File: src/rtl/robot_nav_pkg.sv
// rtl/robot_nav_pkg.sv - shared state encodings, direction constants and counter helpers
package robot_nav_pkg;

  typedef enum logic [2:0] {
    ST_IDLE       = 3'd0,
    ST_SEARCH     = 3'd1,
    ST_FOLLOW     = 3'd2,
    ST_ROT_AWAY   = 3'd3,
    ST_ROT_TOWARD = 3'd4,
    ST_STUCK      = 3'd5
  } nav_state_e;

  localparam logic DIR_LEFT  = 1'b0;
  localparam logic DIR_RIGHT = 1'b1;

  // Every cycle-count parameter is capped at 255, so one 8-bit counter covers them all.
  localparam int PARAM_MAX = 255;
  localparam int CNT_W     = $clog2(PARAM_MAX + 1);

  function automatic logic [CNT_W-1:0] sat_inc(input logic [CNT_W-1:0] v);
    return (v == CNT_W'(PARAM_MAX)) ? v : v + 1'b1;
  endfunction

endpackage

File: src/rtl/sensor_debounce.sv
// rtl/sensor_debounce.sv - raw sensor filter: follows raw after DEBOUNCE consecutive differing samples
module sensor_debounce
  import robot_nav_pkg::*;
#(
  parameter int DEBOUNCE = 2
) (
  input  logic clk,
  input  logic rst,
  input  logic raw,
  output logic filt
);

  logic             filt_q, filt_d;
  logic [CNT_W-1:0] cnt_q, cnt_d;
  logic [CNT_W:0]   run_len;

  assign run_len = {1'b0, cnt_q} + 1'b1;

  always_comb begin
    filt_d = filt_q;
    cnt_d  = '0;
    if (raw != filt_q) begin
      if (run_len >= (CNT_W+1)'(DEBOUNCE)) begin
        filt_d = raw;
      end else begin
        cnt_d = run_len[CNT_W-1:0];
      end
    end
  end

  always_ff @(posedge clk or posedge rst) begin
    if (rst) begin
      filt_q <= 1'b0;
      cnt_q  <= '0;
    end else begin
      filt_q <= filt_d;
      cnt_q  <= cnt_d;
    end
  end

  assign filt = filt_q;

endmodule

File: src/rtl/robot_nav_ctrl.sv
// rtl/robot_nav_ctrl.sv - wall-following navigation FSM with debounced sensors and stuck detection
module robot_nav_ctrl
  import robot_nav_pkg::*;
#(
  parameter int DEBOUNCE    = 2,
  parameter int TURN_CYCLES = 3,
  parameter int ROT_LIMIT   = 8
) (
  input  logic       clk,
  input  logic       rst,
  input  logic       front_sensor,
  input  logic       left_sensor,
  input  logic       right_sensor,
  input  logic       follow_right,
  input  logic       clear_stuck,
  output logic       front,
  output logic       turn,
  output logic       turn_dir,
  output logic       stuck,
  output logic [2:0] state
);

  logic f_filt, l_filt, r_filt;

  sensor_debounce #(.DEBOUNCE(DEBOUNCE)) u_deb_front (.clk(clk), .rst(rst), .raw(front_sensor), .filt(f_filt));
  sensor_debounce #(.DEBOUNCE(DEBOUNCE)) u_deb_left  (.clk(clk), .rst(rst), .raw(left_sensor),  .filt(l_filt));
  sensor_debounce #(.DEBOUNCE(DEBOUNCE)) u_deb_right (.clk(clk), .rst(rst), .raw(right_sensor), .filt(r_filt));

  logic [2:0]       state_q, state_d;
  logic             mode_q, mode_d;
  logic [CNT_W-1:0] cnt_q, cnt_d;
  logic [CNT_W:0]   cycles_in_state;
  logic             wall;

  assign wall            = mode_q ? r_filt : l_filt;
  assign cycles_in_state = {1'b0, cnt_q} + 1'b1;

  always_comb begin
    state_d = state_q;
    mode_d  = mode_q;
    case (state_q)
      ST_IDLE: begin
        mode_d  = follow_right;
        state_d = ST_SEARCH;
      end
      ST_SEARCH: begin
        mode_d = follow_right;
        if (f_filt)    state_d = ST_ROT_AWAY;
        else if (wall) state_d = ST_FOLLOW;
      end
      ST_FOLLOW: begin
        if (f_filt)     state_d = ST_ROT_AWAY;
        else if (!wall) state_d = ST_ROT_TOWARD;
      end
      ST_ROT_AWAY: begin
        // Clearing the obstacle beats hitting the rotation limit on the same edge.
        if (!f_filt) state_d = wall ? ST_FOLLOW : ST_SEARCH;
        else if (cycles_in_state >= (CNT_W+1)'(ROT_LIMIT)) state_d = ST_STUCK;
      end
      ST_ROT_TOWARD: begin
        if (f_filt) state_d = ST_ROT_AWAY;
        else if (cycles_in_state >= (CNT_W+1)'(TURN_CYCLES)) state_d = ST_SEARCH;
      end
      ST_STUCK: begin
        if (clear_stuck) state_d = ST_SEARCH;
      end
      default: state_d = ST_IDLE;
    endcase
    cnt_d = (state_d != state_q) ? '0 : sat_inc(cnt_q);
  end

  always_ff @(posedge clk or posedge rst) begin
    if (rst) begin
      state_q <= ST_IDLE;
      mode_q  <= 1'b0;
      cnt_q   <= '0;
    end else begin
      state_q <= state_d;
      mode_q  <= mode_d;
      cnt_q   <= cnt_d;
    end
  end

  always_comb begin
    front    = 1'b0;
    turn     = 1'b0;
    turn_dir = DIR_LEFT;
    stuck    = 1'b0;
    case (state_q)
      ST_SEARCH, ST_FOLLOW: front = 1'b1;
      ST_ROT_AWAY: begin
        turn     = 1'b1;
        turn_dir = mode_q ? DIR_LEFT : DIR_RIGHT;
      end
      ST_ROT_TOWARD: begin
        turn     = 1'b1;
        turn_dir = mode_q ? DIR_RIGHT : DIR_LEFT;
      end
      ST_STUCK: stuck = 1'b1;
      default: ;
    endcase
  end

  assign state = state_q;

endmodule
File: config.mk
export PLATFORM = sky130hd
export DESIGN_NAME = robot_nav_ctrl
export DESIGN_NICKNAME = d
export VERILOG_FILES = /design/src/rtl/robot_nav_pkg.sv /design/src/rtl/sensor_debounce.sv /design/src/rtl/robot_nav_ctrl.sv
export SDC_FILE = /design/constraint.sdc
export NUM_CORES = 1
export LEC_CHECK = 0
export BUFFER_PORTS_ARGS = -buffer_cell sky130_fd_sc_hd__buf_2
export CORE_MARGIN = 1.5
export CORE_UTILIZATION = 30
export CTS_BUF_LIST = sky130_fd_sc_hd__clkbuf_4 sky130_fd_sc_hd__clkbuf_8
export CTS_CLUSTER_DIAMETER = 30
export DETAILED_ROUTE_END_ITERATION = 16
export HOLD_SLACK_MARGIN = 0.03
export PLACE_DENSITY = 0.44
export SETUP_SLACK_MARGIN = 0.4
export SYNTH_ARGS = -nofsm -noshare
export SYNTH_HDL_FRONTEND = slang
export SYNTH_SLANG_ARGS = --single-unit
export TNS_END_PERCENT = 10
File: constraint.sdc
create_clock -name clk -period 3 [get_ports clk]
set_input_delay 0.3 -clock clk [delete_from_list [all_inputs] [get_ports clk]]
set_output_delay 0.3 -clock clk [all_outputs]
set_load 0.1 [all_outputs]
# [Word-level counts from Yosys, hierarchy flattened]
# Index checks and enable logic that the tools add are counted.
[op_classes] n_addsub=5 order_cmp=5 n_eq_ne=11 n_mux=26 n_reduce_logical=7
[op_table] op="two-way mux 8 bit" n=8
[op_table] op="adder 8 x 1 -> 9 bit (second input constant)" n=4
[op_table] op=">= comparator 9 x 2 -> 1 bit (second input constant)" n=4
[op_table] op="two-way mux 3 bit" n=9
[op_table] op="one-hot mux 3 bit (6 select lines)" n=1
[op_table] op=">= comparator 9 x 4 -> 1 bit (second input constant)" n=1
[op_table] op="adder 8 x 1 -> 8 bit (second input constant)" n=1
[op_table] op="== test 8 bit (second input constant)" n=1
[op_table] op="== test 3 x 2 -> 1 bit (second input constant)" n=2
[op_table] op="== test 3 bit (second input constant)" n=2
[op_table] op="two-way mux 1 bit" n=6
[op_table] op="AND reduction 2 bit" n=3
[op_table] op="OR reduction 2 bit" n=3
[op_table] op="== test 3 x 1 -> 1 bit (second input constant)" n=1
[op_table] op="zero test 3 bit" n=1
[op_table] op="inequality test 1 bit" n=3
[op_table] op="inequality test 3 bit" n=1
[op_table] op="two-way mux 2 bit" n=1
[op_table] op="inequality test 2 bit (second input constant)" n=1
[op_table] op="one-hot mux 1 bit (2 select lines)" n=1
[word_totals] regBits=39

# [Depth between registers and ports, before layout]
[depth] depth_word=7 ltp_mapped=8 depth_no_buf=7

# [Modules after synthesis]
# From an unflattened synthesis, not the netlist that was laid out.
[unflattened] cells_unflattened=201 area_unflattened_um2=2119.5
[modules_own_cells] mod="sensor_debounce" n_inst=3 cells_per_inst=34 area_per_inst_um2=392.9
[modules_own_cells] mod="robot_nav_ctrl" n_inst=1 cells_per_inst=99 area_per_inst_um2=940.9

# [Least setup slack after synthesis]
# Ideal clock, no wire load.
[synth_path] path_type="register to output" from="register state_q[2], in the netlist state[2]" to="output turn_dir" arrival_time_ns=3.135 required_time_ns=2.700 setup_slack_ns=-0.435 path_stages_with_launch=4 path_buffers=1 path_cell_list="dfrtp_1 buf_4 or3b_4 mux2i_1"
[synth_via] elab_chain_len=2
[synth_rtl] item="from (decl)" line="robot_nav_ctrl.sv:29" text="logic [2:0] state_q, state_d;"
[synth_rtl] item="from (signal assigned)" line="robot_nav_ctrl.sv:78" text="state_q <= state_d;"
[synth_rtl] item="== test 3 bit / == test 3 x 2 -> 1 bit (equally long branches)" line="robot_nav_ctrl.sv:89" text="case (state_q)"
[synth_rtl] item="one-hot mux 1 bit (2 select lines) *" line="robot_nav_ctrl.sv:89"
[synth_rtl] item="to (decl)" line="robot_nav_ctrl.sv:18" text="output logic turn_dir,"
# Mark *: on every way between the ends. The rest lies on a longest branch, timed or not.

# [Worst setup path after layout]
[layout_path] from="register cnt_q[0]" to="register cnt_q[1]"
[layout_via] elab_chain_len=7
[layout_rtl] item="from (decl)" line="robot_nav_ctrl.sv:31" text="logic [CNT_W-1:0] cnt_q, cnt_d;"
[layout_rtl] item="from (signal assigned)" line="robot_nav_ctrl.sv:80" text="cnt_q <= cnt_d;"
[layout_rtl] item="adder 8 x 1 -> 9 bit" line="robot_nav_ctrl.sv:36" text="assign cycles_in_state = {1'b0, cnt_q} + 1'b1;"
[layout_rtl] item=">= comparator 9 x 2 -> 1 bit / >= comparator 9 x 4 -> 1 bit (equally long branches)" line="robot_nav_ctrl.sv:62, robot_nav_ctrl.sv:58"
[layout_rtl] item="two-way mux 3 bit (on tied branches)" line="robot_nav_ctrl.sv:62, robot_nav_ctrl.sv:58"
[layout_rtl] item="two-way mux 3 bit (on tied branches)" line="robot_nav_ctrl.sv:61, robot_nav_ctrl.sv:57"
[layout_rtl] item="one-hot mux 3 bit (6 select lines)" line="robot_nav_ctrl.sv:41" text="case (state_q)"
[layout_rtl] item="inequality test 3 bit" line="robot_nav_ctrl.sv:69" text="cnt_d = (state_d != state_q) ? '0 : sat_inc(cnt_q);"
[layout_rtl] item="inequality test 2 bit (no source line) / two-way mux 8 bit (equally long branches)"
# Several ways; a longest one is shown, not always the timed one. The select of a mux whose other input is x is not followed.
# A chain may end at the register's enable or synchronous reset.

==> results.toml <==
[cts]
path_clk_slew_ns = 0.08
h-tree-depth = 2
cts_sinks = 39
ctsHoldBuffers = 0
cts_tree = "yes"
cts_max_path_buffers = 2
clock_latency_ns = 0.28
post_cts_buffers = 0
root_buffer = "clkbuf_8"
numCtsBuffers = 5

[worst_setup_path]
critPathRequiredTime_ns = 3.19
critical_path_arrival_ns = 2.66
worstPathBufferInverterCount = 0
cpPeakStageDelay_ns = 0.52
worstSetupPathType = "flop to flop"
cp-start-kind = "flop"
path_delay_family = "compound AO/OA/AOI/OAI gates"
crit_chain = "ha_2 > xor2_1 > or4_1 > a32o_1 > o31a_1 > a2111oi_4"
cp_slowest_cell = "or4_1"
cp-end-kind = "flop"
path_max_fanout = 8

[floorplanning]
die_h_um = 81.9
die_x_um = 81.9
pin_count = 14
core-area_um2 = 5960
start_util_pct = 31.4
die_area_um2 = 6710
row_count = 28

[global_route]
grt_pass1_wl_mm = 6.01
grt_max_degree = 40
first_global_vias = 1355
gr-total-overflow = 0
antenna_found_initial = 0
grt.total_usage_pct = 12.0

[synthesis]
synth_common_cells = "dfrtp_1, nor2_1, nand3_1, nor3_1"
synth_compound_area_share_pct = 10.3
synth_top_family_by_area = "simple AND/OR/NAND/NOR gates"
syn_area_um2 = 1870
synthMuxAreaShare_pct = 4.09
ys_seq_elements = 39
synth_fa_ha_area_share_pct = 5.36
yosys.area_share.simple_pct = 20.4
seq_area_frac_synth_pct = 52.2
synth_cells = 169
synthArstFlopShare_pct = 100
yosys.area.top_type = "dfrtp_1"
synth_edf_count = 0
yosys.area_share.xor_xnor_pct = 4.22
synth_area_leaders = "dfrtp_1, ha_1, mux2_2"
syn-mean-instance-area_um2 = 11.1
post-synth-top-count-cell = "dfrtp_1"
ys_warn_count = 0
ys_types = 42
synth_top_area_share_pct = 52.2
synth-main-ff-cell = "dfrtp_1"

[finish]
nets = 220
drive_above_1_share_pct = 18.4
multi_input_area_um2 = 920
fin_area_um2 = 2210
register_area_um2 = 976
diodes = 0
area_growth_pct = 18.1
fill_cells = 599

[drt]
post_drt_via_cell_ratio = 4.89
vias = 1373
wire_per_inst_um = 12.3
drt_iter0_drc = 43
antenna_left = 0
drt-total-wl_mm = 3.46
dr.pass1.iters = 4
drc = 0

[placement]
dp_hpwl_mm = 2.42
placed_cell_area_um2 = 2100
port_buffers = 13
gp_congestion = 0.853
pre_cts_ws_ns = 0.474

[power_and_ir_drop]
p_leak_nw = 1.01
p_per_area_nw_per_um2 = 771
ir_drop_uv = 498

[timing]
clock_skew_ns = 0.00467
min_period_ns = 2.47
grt_setup_unrepaired = "no"
fin_tns_setup_ns = 0
final_max_slew_viol_count = 0
hold_viol = 0
slew_headroom_pct = 62.2
finalSetupViolations = 0
finalCritPeriodShare_pct = 82.3
worst_pin_slew_ns = 0.565
hold_slack_ns = 0.112
max_freq_ghz = 0.405
finalWorstSetupSlack_ns = 0.530

[status]
status = "complete, no violations"

[job]
drv_cap = 0

[worst_hold_path]
hold_path.class = "input port to async pin"
report_power, final:
part	switching, mW	internal, mW	total, mW
Clock	0.191	0.188	0.379
Combinational	0.494	0.178	0.672
Sequential	0.0788	0.571	0.650
sequential cells by signal (all words and copies together) (netlist names):
register,flops
u_deb_right.cnt_q,8
u_deb_left.filt,1
u_deb_front.filt,1
state,3
u_deb_right.filt,1
cnt_q,8
u_deb_front.cnt_q,8
mode_q,1
u_deb_left.cnt_q,8
per-layer routing:
layer,vias up,routed length (um),track usage [%]
met3,2,133,3.56
li1,661,-,-
met4,0,23,3.73
met5,-,0,0
met1,687,1560,14.2
met2,23,1730,20.7
cell usage in the layout, fill, tap and decap left out, types with 2 or more instances in the layout:
cell and count:
ha_1 7, nand2b_1 2, a21oi_1 4, nor2_1 12
and4_1 2, nand4_1 4, or4_1 3, a211o_1 2
nor3_1 10, a21o_1 2, xor2_1 3, nand2_1 8
o21ai_0 3, mux2_2 5, nand3_1 11, nand3b_1 2
nor2b_1 2, inv_1 8, xnor2_1 6, o31a_1 2
nor4b_1 3, dfrtp_1 39, conb_1 21, buf_2 13
clkbuf_8 6, buf_4 3
timing repair:
action,in CTS,in global routing
setup endpoints to repair,0,2
resized for setup,0,1
hold endpoints to repair,0,0
through the flow:
step | std cells | total power [mW] | util, %
2_1_floorplan | 189 | 1.23 | -
3_3_place_gp | 273 | 1.32 | 35.3
3_5_place_dp | 273 | 1.33 | 35.3
4_1_cts | 281 | 1.72 | 37.0
5_1_grt | 281 | 1.80 | 37.0
6_report | 281 | 1.70 | 37.0
logic make-up (layout without fill, tap and decap cells):
group | after synthesis | after routing
adders and majority gates | 8 | 8
DFF | 39 | 39
buffers and inverters | 15 | 32
other | 1 | 21
muxes | 7 | 7
AOI/OAI and AO/OA | 23 | 23
and+or+nand+nor | 67 | 67
xor gates and xnor gates | 9 | 9
tightest hold or removal path, stage by stage:
cell	delay, ns
buf_2	0.09
inv_1	0.04
buf_4	0.41
final timing paths:
check / start / endpoint / slack, ns / cells after the start
min: rst / u_deb_right.cnt_q[5] / 0.11 / 3
max in group asynchronous: rst / u_deb_front.filt / 2.55 / 3
min in group clk: follow_right / mode_q / 0.25 / 2
max: cnt_q[0] / cnt_q[1] / 0.53 / 6
max reg2reg: cnt_q[0] / cnt_q[1] / 0.53 / 6
min reg2reg: u_deb_right.cnt_q[0] / u_deb_right.cnt_q[0] / 0.50 / 1
layout make-up:
| cell class | instances | share of cell area, % |
|---|---|---|
| Inverter | 8 | 1.36 |
| Timing Repair Buffer | 16 | 3.97 |
| Clock buffer | 6 | 3.74 |
| Tap cell | 75 | 4.25 |
| Clock inverter | 2 | 0.737 |
| Sequential cell | 39 | 44.2 |
| Multi-Input combinational cell | 135 | 41.7 |
Power figures use the tool's default switching activity.
